## config.mk

```make
export PLATFORM = sky130hd
export DESIGN_NAME = fetch_ctrl
export DESIGN_NICKNAME = d
export VERILOG_FILES = /design/src/rtl/fetch_ctrl.sv
export SDC_FILE = /design/constraint.sdc
export NUM_CORES = 1
export LEC_CHECK = 0
export CORE_MARGIN = 4
export CORE_UTILIZATION = 48
export DETAILED_ROUTE_END_ITERATION = 7
export PLACE_DENSITY = 0.88
export SKIP_CTS_REPAIR_TIMING = 1
export SLEW_MARGIN = 20
export SYNTH_ARGS = -nofsm -noshare
export SYNTH_HDL_FRONTEND = slang
export SYNTH_SLANG_ARGS = --single-unit
```

## constraint.sdc

```tcl
create_clock -name clk -period 3.4 [get_ports clk]
set_input_delay 0.68 -clock clk [delete_from_list [all_inputs] [get_ports clk]]
set_output_delay 0.68 -clock clk [all_outputs]
set_load 0.005 [all_outputs]
```

## src/rtl/fetch_ctrl.sv

```systemverilog
// fetch_ctrl: instruction-fetch sequencer (PC, req/ack memory side, valid/stall decode side).
// Define FETCH_CTRL_HALT_DET_EN to stop fetching once HALT_PC has been consumed.
module fetch_ctrl #(
  parameter logic [31:0] RESET_PC       = 32'h0000_005c,
  parameter logic [31:0] HALT_PC        = 32'h0000_0094,
  parameter logic [15:0] TIMEOUT_CYCLES = 16'd255
) (
  input  logic        clk,
  input  logic        rst,
  input  logic        redirect_valid,
  input  logic [31:0] redirect_pc,
  input  logic        stall,
  output logic        imem_req,
  output logic [31:0] imem_addr,
  input  logic        imem_ack,
  input  logic [31:0] imem_rdata,
  output logic        inst_valid,
  output logic [31:0] inst,
  output logic [31:0] inst_pc,
  output logic [31:0] pc,
  output logic        halted,
  output logic        timeout_err
);

  typedef enum logic [2:0] {
    IDLE,
    FETCH,
    DELIVER,
`ifdef FETCH_CTRL_HALT_DET_EN
    HALT,
`endif
    ERROR
  } state_t;

  state_t      state;
  logic        pend;
  logic [31:0] pend_pc;
  logic [15:0] wait_cnt;
  logic [31:0] redirect_tgt;

  assign redirect_tgt = redirect_pc & ~32'd3;
  assign imem_addr    = pc;

`ifndef FETCH_CTRL_HALT_DET_EN
  // Halt detection compiled out: the flag is constant low.
  assign halted = 1'b0 & (inst_pc == HALT_PC);
`endif

  // A redirect seen while a fetch is outstanding is parked in pend_pc; the word
  // returned for the stale address is then dropped and the fetch restarts.
  always_ff @(posedge clk) begin
    if (rst) begin
      state       <= IDLE;
      pc          <= RESET_PC;
      imem_req    <= 1'b0;
      inst_valid  <= 1'b0;
      inst        <= 32'd0;
      inst_pc     <= 32'd0;
      timeout_err <= 1'b0;
      pend        <= 1'b0;
      pend_pc     <= 32'd0;
      wait_cnt    <= 16'd0;
`ifdef FETCH_CTRL_HALT_DET_EN
      halted      <= 1'b0;
`endif
    end else begin
      case (state)
        IDLE: begin
          state    <= FETCH;
          imem_req <= 1'b1;
          wait_cnt <= 16'd0;
        end
        FETCH: begin
          if (imem_ack) begin
            wait_cnt <= 16'd0;
            if (redirect_valid || pend) begin
              pc   <= redirect_valid ? redirect_tgt : pend_pc;
              pend <= 1'b0;
            end else begin
              inst       <= imem_rdata;
              inst_pc    <= pc;
              inst_valid <= 1'b1;
              imem_req   <= 1'b0;
              state      <= DELIVER;
            end
          end else if (wait_cnt + 16'd1 == TIMEOUT_CYCLES) begin
            state       <= ERROR;
            imem_req    <= 1'b0;
            timeout_err <= 1'b1;
          end else begin
            wait_cnt <= wait_cnt + 16'd1;
            if (redirect_valid) begin
              pend    <= 1'b1;
              pend_pc <= redirect_tgt;
            end
          end
        end
        DELIVER: begin
          if (redirect_valid) begin
            inst_valid <= 1'b0;
            pc         <= redirect_tgt;
            imem_req   <= 1'b1;
            wait_cnt   <= 16'd0;
            state      <= FETCH;
          end else if (!stall) begin
            inst_valid <= 1'b0;
`ifdef FETCH_CTRL_HALT_DET_EN
            if (inst_pc == HALT_PC) begin
              halted <= 1'b1;
              state  <= HALT;
            end else begin
              pc       <= pc + 32'd4;
              imem_req <= 1'b1;
              wait_cnt <= 16'd0;
              state    <= FETCH;
            end
`else
            pc       <= pc + 32'd4;
            imem_req <= 1'b1;
            wait_cnt <= 16'd0;
            state    <= FETCH;
`endif
          end
        end
`ifdef FETCH_CTRL_HALT_DET_EN
        HALT: begin
          imem_req <= 1'b0;
        end
`endif
        ERROR: begin
          imem_req   <= 1'b0;
          inst_valid <= 1'b0;
        end
        default: begin
          state    <= IDLE;
          imem_req <= 1'b0;
        end
      endcase
    end
  end

endmodule

```

* Yosys cells after proc, flatten, opt, wreduce, memory -nomap -nowiden
Cells that the tools add are included.
Operators by class: bitwise operators 4, muxes and demuxes 32, add/sub/neg operators 2, eq/ne operators 13, reductions and logical operators 15
Operators with widths (number):
- 2-to-1 mux 32 bit | 5
- 2-to-1 mux 16 bit | 4
- one-hot mux 32 bit (2 select lines) | 1
- one-hot mux 16 bit (3 select lines) | 1
- adder 32 x 3 -> 32 bit (second input constant) | 1
- adder 16 x 1 -> 16 bit (second input constant) | 1
- == test 16 x 8 -> 1 bit (second input constant) | 1
- AND reduction 4 bit | 4
- 2-to-1 mux 3 bit | 5
- AND reduction 3 bit | 5
- 2-to-1 mux 1 bit | 13
- != test 3 bit (second input constant) | 4
- one-hot mux 3 bit (4 select lines) | 1
- != test 2 bit (second input constant) | 4
- == test 3 x 2 -> 1 bit (second input constant) | 2
- one-hot mux 1 bit (3 select lines) | 2
- nonzero test 3 bit | 2
- inverter 1 bit | 4
- nonzero test 2 bit | 2
- == test 3 x 1 -> 1 bit (second input constant) | 1
- logical NOT 3 bit | 1
- != test 2 x 1 -> 1 bit (second input constant) | 1
- logical OR 1 bit | 1
Word-level totals: logic and storage cells 76, bits in registers 151, bits of input ports 69, output and inout bits 132

* Depth between registers and ports, before layout
depth after elaboration 5, depth in mapped cells 10

* Least setup slack after synthesis
No wires, ideal clock.
path type register -> register, start point reg wait_cnt[0], end point reg pend_pc[27], clock period less this slack 2.548 ns, data arrival time 2.420 ns, stages on the path, launching flop included 11, buffers on the path 3, setup slack 0.852 ns, required time 3.272 ns, cell sequence dfxtp_1 > clkbuf_1 > nand4_1 > or4_1 > buf_2 > nor3_1 > o221ai_2 > o211ai_4 > buf_6 > mux2i_1 > nor2_1
Between the ends: cells in the longest elaborated chain, start to end 4
Ends and longest elaborated chain:
- start, declared | line 38 | logic [15:0] wait_cnt;
- start signal, assigned | line 91 | wait_cnt <= wait_cnt + 16'd1;
- adder 16 x 1 -> 16 bit | line 86 | end else if (wait_cnt + 16'd1 == TIMEOUT_CYCLES) begin
- == test 16 x 8 -> 1 bit | line 86
- inverter 1 bit (no source line)
- AND reduction 3 bit (no source line)
- end signal, assigned | line 94 | pend_pc <= redirect_tgt;
- end, declared | line 37 | logic [31:0] pend_pc;
No other way between the ends. A chain may end at the register's enable or synchronous reset.

* Worst setup path in the final report
start point reg wait_cnt[0], end point reg pend_pc[14]
The elaborated chain is that of the path after synthesis.

==> reports/metrics.csv <==
metric;value;unit
status;completed;
H-tree Lvls;4;
skew final;8.76;ps
hold endpoint;inst_pc[28];
Hold Crit Depth;2;
Seq cells post-synth;150;
Mean Syn Cell Area;7.77;um2
DRT Pass-1 Iters;5;
DIE AREA;0.0169;mm2
Final HPWL DP;14200;um
sw power;1.02;mW
setup TNS;0;ps
Total Power;4.32;mW
Setup CP Type;register to register;
first-pass GRT wire length;32400;um
DR WL/cell;16.5;um
GP Congestion;0.865;
Initial Util;49.0;%
final worst-path cycle share;87.0;%
Yosys top cell by area;dfxtp_1;
Setup-failing EPs final;0;
crit path DAT;3240;ps
clock sinks;150;
Vias;7023;
top-area cell type share of the netlist area;42.0;%
crit end category;register;
vias in the first global route;6475;
Comb pwr share;10.9;%
Root Driver;clkbuf_16;
min Tclk post-route;2960;ps
pwr/cell area;449;mW/mm2
Chip Width;130;um
Clock Latency Late Sink;420;ps
fin nets;1129;
synth top area cells;dfxtp_1 (42%), nand2_1 (10%), a21oi_1 (7.7%);
clk buf depth;2;
Post-DRT Antenna Nets;0;
R2R Path Start;wait_cnt[0];
# port buffers;197;
worst setup path start;wait_cnt[0];
Clock power frac;45.8;%
sequential share of the synthesized area;42.0;%
Register-to-Register Path Depth;9;
Post-synth EDFFs;0;
max_cap viols;0;
Post-synth top cells;nand2_1 (194), dfxtp_1 (150), a21oi_1 (110);
maximum clock frequency;0.338;GHz
count leader, synth;nand2_1;
Seq pwr share;43.2;%
CTS tree;yes;
share of layout cells above drive strength 1;6.64;%
relative slew slack;34.9;%
# IOs;201;
Row Count;44;
RR Endpoint;pend_pc[14];
FFs w/ async S/R, synth;0;%
Mapped Cells;921;
cell internal pwr;3.30;mW
Fin Hold WS;451;ps
core area;0.0146;mm2
Final Slew Violations;0;
Synth Net Count;993;
Peak VDD IR;352;uV
Synth Cell Area;0.00715;mm2
CP startpoint kind;register;
Ys Warns;0;
commonest register cell after synthesis;dfxtp_1;
switching share of total power;23.7;%
placed cell areas;0.00899;mm2
Hold Path Class;register to register;
Worst-Margin Slew;972;ps
largest net degree at the start of global routing;66;
GRT Total Usage;23.8;%
Clock transition at path regs;60;ps
via/cell ratio;5.60;
Num CTS Buffers;17;
Leak Pwr;3.43;nW
Critical Path RT;3680;ps
Area Growth Syn to Fin;34.4;%
critical path fanouts, max;29;
FF-to-FF setup slack;440;ps
Final Hold Fails;0;
RSZ-0062 raised after global routing;no;
Hold Path Origin;inst_pc[28];
DRT iter0 DRCs;515;
antenna violations before repair;1;
Remaining DRCs;0;
GRT overflow;0;
synth unique cells;62;
total wire length;20700;um
Post-Layout Inst Area;0.00962;mm2
DIE HEIGHT;130;um
[worst max-delay path: stages (launching register included)]
cell	delay (ps)
dfxtp_1	520
ha_1	340
nand3_1	180
or2_1	320
a211oi_1	300
o21bai_1	230
o211ai_4	340
buf_12	280
mux2i_1	230
nor2_1	60
[cell usage in the layout (no fill, tap or decap), types with 12 or more instances in the layout]
cell type / netlist / layout
clkdlybuf4s50_1: 0 / 195
nand2_1: 194 / 193
dfxtp_1: 150 / 150
a21oi_1: 110 / 110
nor2_1: 77 / 77
o21ai_0: 58 / 57
mux2i_1: 31 / 31
inv_1: 18 / 18
nand3_1: 17 / 17
clkbuf_16: 0 / 17
buf_4: 34 / 17
nor3_1: 15 / 14
or3_1: 12 / 12
[routing by layer]
metal	track usage, %	routed length, um
met3	5.49	1820
met4	9.23	290
met2	39.7	10200
met5	0	0
met1	29.9	8390
[cells by family after synthesis]
kind of cell,Yosys count,synth area share (%)
AO/OA/AOI/OAI,241,21.0
XOR/XNOR,1,0.122
adder cells (fa/ha/maj),3,0.525
buffers and inverters,116,8.33
flip-flops,150,42.0
multiplexers,31,4.34
other,1,0.0524
AND/OR/NAND/NOR,378,23.6
[power groups by stage]
stage | combinational [mW] | sequential, mW | clock, mW
2_1_floorplan | 0.246 | 1.89 | 0
3_3_place_gp | 0.460 | 1.90 | 0
3_5_place_dp | 0.468 | 1.90 | 0
4_1_cts | 0.472 | 1.87 | 2.01
5_1_grt | 0.515 | 1.87 | 2.07
6_report | 0.472 | 1.87 | 1.98
[worst max path at each step]
| stage | cells after the start | end | slack (ps) |
|---|---|---|---|
| 5_1_grt | 9 | pend_pc[13] | 240 |
| 6_report | 9 | pend_pc[14] | 440 |
| 3_5_place_dp | 8 | wait_cnt[13] | 500 |
| 3_3_place_gp | 9 | wait_cnt[8] | 560 |
| 2_1_floorplan | 10 | pend_pc[27] | 850 |
| 4_1_cts | 8 | wait_cnt[8] | 500 |
[state kept, by name, summed over array words and instances, names as in the netlist]
signal	cells
imem_addr	32
inst	32
inst_pc	32
pend_pc	32
wait_cnt	16
state	2
imem_req	1
inst_valid	1
pend	1
timeout_err	1
[metrics by stage]
stage                     util [%]  setup WS (ps)  cells
after floorplan                  -            852    921
after global placement        61.6            563   1222
after detailed placement      61.6            505   1222
after CTS                     65.9            496   1253
after global routing          65.9            239   1254
final                         65.9            441   1255
[area by class of cell]
| type | count | area, um2 |
|---|---|---|
| timing repair buffer | 215 | 2120 |
| fill | 1202 | 4970 |
| inverter | 18 | 67.6 |
| clock buffer | 19 | 443 |
| sequential | 150 | 3000 |
| antenna | 2 | 5.00 |
| clock inverter | 12 | 178 |
| multi-input combinational | 655 | 3570 |
| tap | 184 | 230 |
Note: power is estimated with default switching activity, not from simulation.
==> edit 1 (config.mk and constraints unchanged) <==
The 4 states of `state_t` get a Gray code encoding in 2 bits.
--- a/src/rtl/fetch_ctrl.sv
+++ b/src/rtl/fetch_ctrl.sv
@@ -22,14 +22,14 @@
   output logic        timeout_err
 );
 
-  typedef enum logic [2:0] {
-    IDLE,
-    FETCH,
-    DELIVER,
+  typedef enum logic [1:0] {
+    IDLE    = 2'b00,
+    FETCH   = 2'b01,
+    DELIVER = 2'b11,
 `ifdef FETCH_CTRL_HALT_DET_EN
     HALT,
 `endif
-    ERROR
+    ERROR   = 2'b10
   } state_t;
 
   state_t      state;
Formal check against the unedited RTL: no difference found for any inputs over 4 cycles, from zero or initial values and one cycle with rst high; so few cycles prove little.
==> edit 1 against the unedited design <==
  * Sequential share of layout area is 0.32 points higher
  * Synthesized area barely moved
  * Total power down 1.4%
  * Wire length decreased by 3.6%
  * Synthesized cell count rose by 4.1%
  * Utilization fell by 0.42 points
  * Sequential cell count unchanged
  * Setup slack better by 0.093 ns
  * Final area decreased by 1.0%
  * Via count increased by 3.5%
  * First-iteration DRC count increased by 53%
  * Fmax rose by 3.2%
  * Clock power is 13% lower
  * Largest power group is now registers
==> edit 1: results (changes against the unedited design) <==
| Metric | Value |
|---|---|
| Worst Hold Launch | pend_pc[16] |
| Sequential share of the synthesized area | 42.0% (about the same) |
| Cells after synthesis | 959 (+4.1%) |
| Clock Latency Late Sink | 0.42 ns (about the same) |
| Diodes inserted | 0 (-2) |
| Slowest stage delay, CP | 0.42 ns (-0.10 ns) |
| DR iter-0 viols | 790 (+53%) |
| Max VDD drop | 0.000464 V (+32%) |
| Ys flop type | dfxtp_1 |
| Vias in the first global route | 6536 (+0.94%) |
| Gpl congestion | 0.918 (+6.1%) |
| Pleak | 0.00333 µW (-3.0%) |
| Fin nets | 1172 (+3.8%) |
| Relative slew slack | 54.4% (+19 points) |
| Cts bufs inserted | 17 (unchanged) |
| CP arrival | 3.21 ns (-0.03 ns) |
| Vias/cell | 5.63 (+0.59%) |
| Largest cells by area after synthesis | dfxtp_1 (42%), nand2_1 (13%), a21oi_1 (11%) |
| WL per Instance | 15.5 µm (-6.3%) |
| First-pass GRT wire length | 31.4 mm (-3.1%) |
| Pin count of the biggest net entering global routing | 63 (-4.5%) |
| Critical Path Fanout Max | 30 (+3.4%) |
| Status | completed |
| Family with the most delay on the worst path | simple AND/OR/NAND/NOR gates |
| Top post-synthesis cells by count | nand2_1 (256), a21oi_1 (152), dfxtp_1 (150) |
| CTS clk-pin slew, worst paths | 0.05 ns |
| Net count after synthesis | 1035 (+4.2%) |
| Layout cells sized above 1 | 5.78% (-0.86 points) |
| Finished Layout Cells | 1291 (+2.9%) |
| Fillers | 1216 (+1.2%) |
| Gr usage total | 22.8% (-1.0 points) |
| Unique cell type count in the Yosys netlist | 58 (-6.5%) |
| HPWL reported at the end of detailed placement | 13.6 mm (-4.4%) |
| Fin Clk Skew | 0.0109 ns (+0.00218 ns) |
## edit 1: cell types whose count changed in the layout (fill, tap and decap cells not counted), sizes merged, moves of 6 or more
cell	delta
or3	-7
o21ai	-9
mux2i	-27
o31ai	+6
and3	+11
a21oi	+42
nor2	-34
nand2	+62
a21o	+9
o221ai	-9
inv	-8
## edit 1: cells by family after synthesis
family / count (synthesis) / synth area share [%]
xor+xnor: 5 / 0.613
mux: 4 / 0.560
other cells: 1 / 0.0525
compound gates: 276 / 22.2
fa+ha+maj: 7 / 1.23
buf+inv: 111 / 8.26
flops: 150 / 42.0
simple gates: 405 / 25.1
## edit 1: cell type report
cell class | instances | area [µm²] | share of cell area, %
multi-input cells | 698 | 3570 | 37.6
inverters | 10 | 37.5 | 0.394
flip-flops and latches | 150 | 3000 | 31.5
well taps | 184 | 230 | 2.42
clock buffers | 21 | 460 | 4.84
clock inverters | 9 | 78.8 | 0.828
repair buffers | 219 | 2130 | 22.4
## edit 1: where the power goes
| group | switching (µW) | total, µW | internal, µW |
|---|---|---|---|
| logic | 311 | 625 | 314 |
| registers | 72.8 | 1900 | 1830 |
| clock network | 702 | 1730 | 1030 |
## edit 1: worst paths after layout
check | to | slack (ns) | cells past startpoint
worst max register to register | pend_pc[14] | 0.53 | 9
worst max-delay path | pend_pc[14] | 0.53 | 9
worst min register to register | pend_pc[16] | 0.45 | 2
worst min-delay path | pend_pc[16] | 0.45 | 2
## edit 1: per-layer routing
layer / wire length [µm] / track usage [%] / vias up
met3: 1820 / 6.34 / 41
met2: 9650 / 37.4 / 305
met5: 13 / 0 / -
met1: 8100 / 28.6 / 3370
met4: 375 / 8.74 / 2
li1: - / - / 3549
## edit 1: worst register-to-register path, cell delays in order (launching register included)
cell     delay, ns
dfxtp_1       0.42
ha_1          0.31
nand3_1       0.21
or3_1         0.42
a211o_1       0.32
a211o_1       0.38
nand3_1       0.14
buf_4         0.34
nand2_1       0.12
a21oi_1       0.14
## edit 1: through the flow
step	utilization (%)	total power [µW]	cell area [µm²]	setup slack (ns)
global placement	61.8	2540	8980	0.606
floorplan	-	2250	7150	0.895
CTS	65.5	4290	9520	0.544
global route	65.5	4440	9520	0.291
detailed placement	61.8	2560	8980	0.594
finish	65.5	4260	9520	0.534
==> edit 2 (config.mk and constraints unchanged) <==
Without the edit above. The option `FETCH_CTRL_HALT_DET_EN` is turned on by a define.
--- a/src/rtl/fetch_ctrl.sv
+++ b/src/rtl/fetch_ctrl.sv
@@ -1,5 +1,7 @@
 // fetch_ctrl: instruction-fetch sequencer (PC, req/ack memory side, valid/stall decode side).
 // Define FETCH_CTRL_HALT_DET_EN to stop fetching once HALT_PC has been consumed.
+`define FETCH_CTRL_HALT_DET_EN
+
 module fetch_ctrl #(
   parameter logic [31:0] RESET_PC       = 32'h0000_005c,
   parameter logic [31:0] HALT_PC        = 32'h0000_0094,
Check against the original RTL: same outputs for any inputs over 4 cycles, from zero or initial values and one cycle with rst high; that may be too few to reach the edited logic, so the function may still have changed.
==> edit 2 against the unedited design <==
  * Die area up 2.0%
  * Wire length up 8.4%
  * Sequential share of layout area down 0.20 points
  * Critical path depth down 1
  * Final area up 2.0%
  * Setup slack worse by 0.14 ns
  * Clock skew up 0.00052 ns
  * Sequential cell count up 2
  * Global-route usage up 1.1 points
  * Synthesized area up 2.2%
  * Utilization up 0.81 points
  * Critical path type unchanged
  * Critical endpoint is now imem_req
  * Largest cell class unchanged
Power is not compared: it rests on default switching activity, and its combinational part moved more than twofold at a synthesized area within 25%.
==> edit 2: results (changes against the unedited design) <==
| Metric | Value |
|---|---|
| Synthesized area per cell | 7.76 µm² (-0.13%) |
| Slowest stage delay, CP | 0.47 ns (-0.05 ns) |
| Hold_ws | 0.452 ns (+0.000586 ns) |
| Compound-Gate Fraction of Synth Area | 21.1% (+0.12 points) |
| DR iter-0 viols | 630 (+22%) |
| Clock-cell share of area | 6.10% (-0.36 points) |
| Worst-Margin Slew | 0.696 ns (-0.276 ns) |
| Gr usage total | 24.9% (+1.1 points) |
| Gpl congestion | 0.920 (+6.4%) |
| First-pass GRT wire length | 35.5 mm (+9.6%) |
| Status | completed |
| Diodes inserted | 1 (-1) |
| Net count after synthesis | 1014 (+2.1%) |
| CLK BUF | 20 (+1) |
| Number of antenna violations at the first check in global routing | 3 (+2) |
| Adder-cell share of the synthesized area | 0.514% (-0.011 points) |
| Fin Clk Skew | 0.00928 ns (+0.000521 ns) |
| NonClk Buf Share | 22.1% (+0.028 points) |
| #MultiIn Comb | 687 (+4.9%) |
| HPWL reported at the end of detailed placement | 15.5 mm (+9.5%) |
| R2R setup slack | 0.30 ns (-0.14 ns) |
| Crit-path slowest cell | nor4_2 |
| DRT Pass-1 Iters | 6 (+1) |
| Sequential share of the synthesized area | 41.6% (-0.34 points) |
| Period minus WS final | 3.10 ns (+0.138 ns) |
| Top post-synthesis cells by count | nand2_1 (195), dfxtp_1 (152), a21oi_1 (117) |
==> edit 2: cell count changes in the layout (fill, tap and decap cells not counted), moves of 5 or more <==
cell      delta
a21oi_1      +7
and3_1      +12
inv_1        -8
nor4b_1      +5
o221ai_2     -6
or3_1        -8
==> edit 2: cells by family (layout without fill, tap and decap cells) <==
kind of cell	Yosys count	count (layout)
AND/OR/NAND/NOR	392	392
other	0	1
multiplexers	29	29
XOR/XNOR	6	6
adder cells (fa/ha/maj)	3	3
AO/OA/AOI/OAI	257	257
flip-flops	152	152
buffers and inverters	103	261
==> edit 2: report_power, final <==
group / total (µW) / internal (µW) / switching [µW] / leakage [µW]
registers: 2080 / 1910 / 174 / 0.00123
clock network: 1910 / 1170 / 742 / 0.000278
logic: 1080 / 530 / 553 / 0.00208
==> edit 2: routing by layer <==
metal  global-route usage [%]  up-vias  routed length (µm)
met5                        0        -                  22
met4                     10.7        4                 463
met3                     7.11       37                2180
met2                     39.3      385               10500
met1                     32.2     3452                9290
li1                         -     3563                   -
